--- src/rtl/react_pkg.sv ---
// Shared types and constants for the reaction-timer result statistics.
package react_pkg;
  typedef enum logic [1:0] {S_IDLE = 2'd0, S_LATCH = 2'd1, S_UPDATE = 2'd2} state_t;

  localparam logic [1:0]  SEL_LAST  = 2'd0;
  localparam logic [1:0]  SEL_BEST  = 2'd1;
  localparam logic [1:0]  SEL_AVG   = 2'd2;
  localparam logic [1:0]  SEL_FAULT = 2'd3;

  localparam logic [15:0] BEST_NONE = 16'hFFFF;
  localparam logic [15:0] MAX_MS    = 16'd9999;

  function automatic logic [3:0] sat_inc4(input logic [3:0] v);
    return (v == 4'hF) ? v : v + 4'd1;
  endfunction
endpackage

--- src/rtl/hist4_avg.sv ---
// Shift history of the last DEPTH valid samples with a running sum for the mean.
module hist4_avg #(
  parameter int DEPTH = 4
) (
  input  logic        clk,
  input  logic        clear,
  input  logic        load,
  input  logic [15:0] sample,
  output logic [15:0] avg,
  output logic        full
);
  localparam int         SH       = $clog2(DEPTH);
  localparam logic [2:0] FULL_CNT = 3'(DEPTH);

  logic [DEPTH-1:0][15:0] h;
  logic [17:0]            sum;
  logic [2:0]             cnt;

  // Entries start at zero, so subtracting the oldest is correct before the history fills.
  always_ff @(posedge clk) begin
    if (clear) begin
      h   <= '0;
      sum <= '0;
      cnt <= '0;
    end else if (load) begin
      h   <= {h[DEPTH-2:0], sample};
      sum <= sum + 18'(sample) - 18'(h[DEPTH-1]);
      if (cnt != FULL_CNT) cnt <= cnt + 3'd1;
    end
  end

  assign full = (cnt == FULL_CNT);
  assign avg  = full ? sum[SH+15:SH] : 16'd0;
endmodule

--- src/rtl/react_stats.sv ---
// Captures finished reaction times and keeps last/best/average/false-start statistics
// with a registered display select.
module react_stats #(
  parameter logic [15:0] MAX_MS = react_pkg::MAX_MS,
  parameter int          HIST   = 4
) (
  input  logic        clk,
  input  logic        rst,
  input  logic        clear,
  input  logic        result_valid,
  input  logic [15:0] result,
  input  logic [1:0]  sel,
  output logic [15:0] disp,
  output logic [15:0] best,
  output logic [15:0] avg,
  output logic        avg_valid,
  output logic [3:0]  trials,
  output logic [3:0]  faults,
  output logic        new_best,
  output logic        busy
);
  import react_pkg::*;

  state_t      state, state_nxt;
  logic        wipe, take, upd, fault;
  logic [15:0] sample_q, last_q, disp_nxt;

  assign wipe  = rst | clear;
  assign fault = (sample_q == 16'd0);

  always_ff @(posedge clk) begin
    if (wipe) state <= S_IDLE;
    else      state <= state_nxt;
  end

  always_comb begin
    state_nxt = state;
    case (state)
      S_IDLE:   if (result_valid) state_nxt = S_LATCH;
      S_LATCH:  state_nxt = S_UPDATE;
      S_UPDATE: state_nxt = S_IDLE;
      default:  state_nxt = S_IDLE;
    endcase
  end

  always_comb begin
    busy = (state != S_IDLE);
    take = (state == S_IDLE) && result_valid;
    upd  = (state == S_UPDATE);
  end

  hist4_avg #(.DEPTH(HIST)) u_hist (
    .clk    (clk),
    .clear  (wipe),
    .load   (upd && !fault),
    .sample (sample_q),
    .avg    (avg),
    .full   (avg_valid)
  );

  always_comb begin
    disp_nxt = last_q;
    case (sel)
      SEL_LAST:  disp_nxt = last_q;
      SEL_BEST:  disp_nxt = (best == BEST_NONE) ? 16'd0 : best;
      SEL_AVG:   disp_nxt = avg;
      SEL_FAULT: disp_nxt = {12'd0, faults};
      default:   disp_nxt = last_q;
    endcase
  end

  // A wipe during S_LATCH/S_UPDATE discards the held sample before it touches any statistic.
  always_ff @(posedge clk) begin
    if (wipe) begin
      sample_q <= '0;
      last_q   <= '0;
      best     <= BEST_NONE;
      trials   <= '0;
      faults   <= '0;
      new_best <= 1'b0;
      disp     <= '0;
    end else begin
      new_best <= 1'b0;
      disp     <= disp_nxt;
      if (take) sample_q <= (result > MAX_MS) ? MAX_MS : result;
      if (upd) begin
        if (fault) begin
          faults <= sat_inc4(faults);
        end else begin
          last_q <= sample_q;
          trials <= sat_inc4(trials);
          if (sample_q < best) begin
            best     <= sample_q;
            new_best <= 1'b1;
          end
        end
      end
    end
  end
endmodule

--- config.mk ---
export PLATFORM = sky130hd
export DESIGN_NAME = react_stats
export DESIGN_NICKNAME = d
export VERILOG_FILES = /design/src/rtl/react_pkg.sv /design/src/rtl/hist4_avg.sv /design/src/rtl/react_stats.sv
export SDC_FILE = /design/constraint.sdc
export NUM_CORES = 1
export LEC_CHECK = 0
export CAP_MARGIN = 20
export CELL_PAD_IN_SITES_DETAIL_PLACEMENT = 1
export CELL_PAD_IN_SITES_GLOBAL_PLACEMENT = 1
export CORE_AREA = 8 8 211 163
export DETAILED_ROUTE_END_ITERATION = 10
export DIE_AREA = 0 0 219 171
export PLACE_DENSITY_LB_ADDON = 0.15
export REMOVE_ABC_BUFFERS = 1
export SETUP_SLACK_MARGIN = 0.1
export SYNTH_ARGS = -nofsm -noshare
export SYNTH_HDL_FRONTEND = slang
export SYNTH_SLANG_ARGS = --single-unit
--- constraint.sdc ---
create_clock -name clk -period 6.4 [get_ports clk]
set_clock_uncertainty 0.05 [all_clocks]
set_input_delay 1.28 -clock clk [delete_from_list [all_inputs] [get_ports clk]]
set_output_delay 1.28 -clock clk [all_outputs]
set_load 0.1 [all_outputs]
==> impl_metrics.toml <==
[floorplanning]
rows = 56
die_area_sq_um = 37400
start_util_pct = 22.8
core_area_sq_um = 30800
die_h_um = 171
ioPinCount = 81
dieWidth_um = 219

[logic_synthesis]
synth_edf_count = 0
synth_ff_type = "dfxtp_1"
postSynthAreaPerCell_sq_um = 8.05
synth_compound_area_share_pct = 18.0
synth_top_family_by_area = "simple AND/OR/NAND/NOR gates"
synthSimpleGateAreaFrac_pct = 19.5
synth-seq-area-share_pct = 41.0
netlist_instances = 874
ys_ff_latch = 144
synth.distinct_cells = 49
synth_fa_ha_area_share_pct = 11.1
syn_area_sq_um = 7040
synthXorXnorAreaFrac_pct = 1.87
synth-warning-count = 0
synthArstFlopShare_pct = 0
synth_mux_area_share_pct = 1.28

[placement]
placedCellCount = 1327
routabilityCongestion = 0.733
hpwl_um = 17600
port_buffers = 80
placed_area_sq_um = 8250
dp_slack_ns = 2.20

[sta]
layout_setup_ws_ns = 1.82
setup_viol = 0
hold_ws_ns = 0.402
worstMarginPinSlew_ns = 1.06
fin_setup_tns_ns = 0
fmax_mhz = 218
rsz0062_at_grt = "no"
period_needed_ns = 4.58
slew_viol_final = 0
finalHoldViolCount = 0
slew_headroom_pct = 29.3
finalCritPeriodShare_pct = 71.6

[global_routing]
grt_max_degree = 61
use_met2_pct = 18.8
use_met1_pct = 19.9
grt_use_met3_pct = 2.81
grt_antenna_before_repair = 0
grt_pass1_vias = 6130
grt_pass1_wl_um = 38000
overflow = 0
grt_util_all_layers_pct = 13.3
busiest_layer = "met1"

[routing]
wl_per_cell_um = 17.8
ant_nets = 0
dr.pass1.iters = 5
wl_um = 24300
via_count = 6079
drt_iter0_markers = 255
drc_errors = 0
viasPerCell = 4.47

[power]
powerDensity_nw_per_um2 = 245
ir_worst_vdd_mv = 0.179
finalPower_mw = 2.17
cellLeakagePower_nw = 3.41

[clock_network]
cts_htree_levels = 4
cts_root_buffer = "clkbuf_16"
cts_buffers = 17
cts_tree = "yes"
clk-insertion-delay-late_ns = 0.43
clk_path_buf_depth = 2
post_cts_resized = 0
clk_pin_slew_ns = 0.06
clock-sinks = 144
postCtsHoldBufs = 0
cts_setup_buffers = 0

[outcome]
status = "complete, no violations"

[cells_and_area]
fin_util_pct = 28.7
nets = 1015
antenna_cells = 0
instances_no_fill = 1359
syn2layout_area_growth_pct = 25.9
fin_area_sq_um = 8860
drive_above_1_share_pct = 6.72

[critical_path]
critical_path_class = "flip-flop to output pin"
arrival_ns = 3.25
startpoint_type = "flip-flop"
cp-end-kind = "output pin"
regToRegSetupSlack_ns = 2.88
cp_slowest_cell = "clkdlybuf4s50_1"
crit_top_cell = "inv_1"
cp_max_fo = 14
crit_path_cell_trace = "inv_1 > ha_1 > nand2_1 > inv_1 > nand2_1 > inv_1 > clkdlybuf4s50_1"
slowest_delay_ns = 1.12
required_ns = 5.07

[flow_run]
maxCapViolCount = 0

[worst_hold_path]
hold_class = "flip-flop to flip-flop"
==> cell usage in the layout (no fill, tap or decap), types with 4 or more instances in the layout <==
master | Yosys | layout
nor3_1 | 10 | 10
clkinvlp_4 | 0 | 7
dfxtp_1 | 144 | 144
nand4_1 | 10 | 10
o21ai_0 | 14 | 14
a21o_1 | 13 | 13
a22oi_1 | 12 | 12
o211ai_1 | 16 | 16
nand3_1 | 11 | 11
a21oi_1 | 110 | 110
a211oi_1 | 9 | 9
buf_4 | 0 | 10
fa_1 | 16 | 16
ha_1 | 37 | 37
nor4_1 | 8 | 8
nor2_1 | 69 | 68
clkdlybuf4s50_1 | 0 | 80
o221a_2 | 7 | 7
a221oi_1 | 4 | 4
xnor2_1 | 7 | 7
nand2_1 | 178 | 178
nor2b_1 | 5 | 5
mux2i_1 | 9 | 9
and3_1 | 4 | 4
inv_1 | 89 | 89
clkbuf_16 | 0 | 17
xor2_1 | 8 | 8
or3_1 | 5 | 5
==> cells by family (layout without fill, tap and decap cells) <==
family | count (synthesis) | after routing
and+or+nand+nor | 319 | 319
AOI/OAI and AO/OA | 202 | 202
DFF | 144 | 144
buffers and inverters | 132 | 211
adders and majority gates | 53 | 53
xor gates and xnor gates | 15 | 15
muxes | 9 | 9
==> final timing paths <==
kind                            cells after the start          start             end
worst max-delay path                                7  u_hist.cnt[0]          avg[2]
worst min-delay path                                2   u_hist.h[19]    u_hist.h[35]
worst max register to register                     12    sample_q[3]  u_hist.sum[17]
worst min register to register                      2   u_hist.h[19]    u_hist.h[35]
==> sequential cells by signal, indices dropped and copies added, names as in the netlist, 3 cells and up <==
register    cells
last_q         16
best           16
u_hist.cnt      3
sample_q       16
disp           16
faults          4
trials          4
u_hist.h       48
u_hist.sum     18
==> cell usage after synthesis (2+ instances only) <==
| master | count | area [sq um] |
|---|---|---|
| and2_1 | 3 | 18.8 |
| o221a_2 | 7 | 78.8 |
| xor2_1 | 8 | 70.1 |
| or2_2 | 4 | 25.0 |
| dfxtp_1 | 144 | 2880 |
| nor3_1 | 10 | 50.1 |
| a22o_1 | 2 | 17.5 |
| nor4_1 | 8 | 50.1 |
| mux2i_1 | 9 | 90.1 |
| fa_1 | 16 | 320 |
| a22oi_1 | 12 | 90.1 |
| nand2b_1 | 3 | 18.8 |
| a211oi_1 | 9 | 67.6 |
| nand2_1 | 178 | 668 |
| xnor2_1 | 7 | 61.3 |
| o21ai_0 | 14 | 70.1 |
| nor3b_1 | 3 | 22.5 |
| or3_1 | 5 | 31.3 |
| nor2b_1 | 5 | 31.3 |
| buf_2 | 13 | 65.1 |
| inv_1 | 89 | 334 |
| clkbuf_1 | 29 | 109 |
| nor2_1 | 69 | 259 |
| a21o_1 | 13 | 97.6 |
| and3_1 | 4 | 25.0 |
| a221oi_1 | 4 | 35.0 |
| o211ai_1 | 16 | 120 |
| a21oi_2 | 2 | 17.5 |
| a21oi_1 | 110 | 551 |
| and4b_1 | 2 | 20.0 |
| nand4_1 | 10 | 62.6 |
| ha_1 | 37 | 463 |
| nand3_1 | 11 | 55.1 |
| a31oi_1 | 3 | 18.8 |
==> report_power, final <==
part | leakage, nW | internal [mW] | switching (mW)
logic | 1.98 | 0.0787 | 0.135
clock network | 0.276 | 0.621 | 0.422
registers | 1.16 | 0.903 | 0.0103
==> layer usage <==
metal / wire [um] / share of wire, %
met5: 0 / 0
met4: 280 / 1.2
met3: 776 / 3.2
met2: 9990 / 41
met1: 13200 / 54
==> final cells by class <==
class	count	area, sq um
fill	3687	22000
multi-input combinational	598	3650
sequential	144	2880
timing repair buffer	90	876
tap	406	508
clock buffer	18	439
inverter	89	334
clock inverter	14	166
==> critical path: cells and delay by family, from the launching register on <==
kind | cells | cell delay, ns
simple gates | 2 | 0.60
flops | 1 | 0.31
buf+inv | 4 | 1.68
fa+ha+maj | 1 | 0.19
No activity file was read; power rests on OpenSTA's default activity.
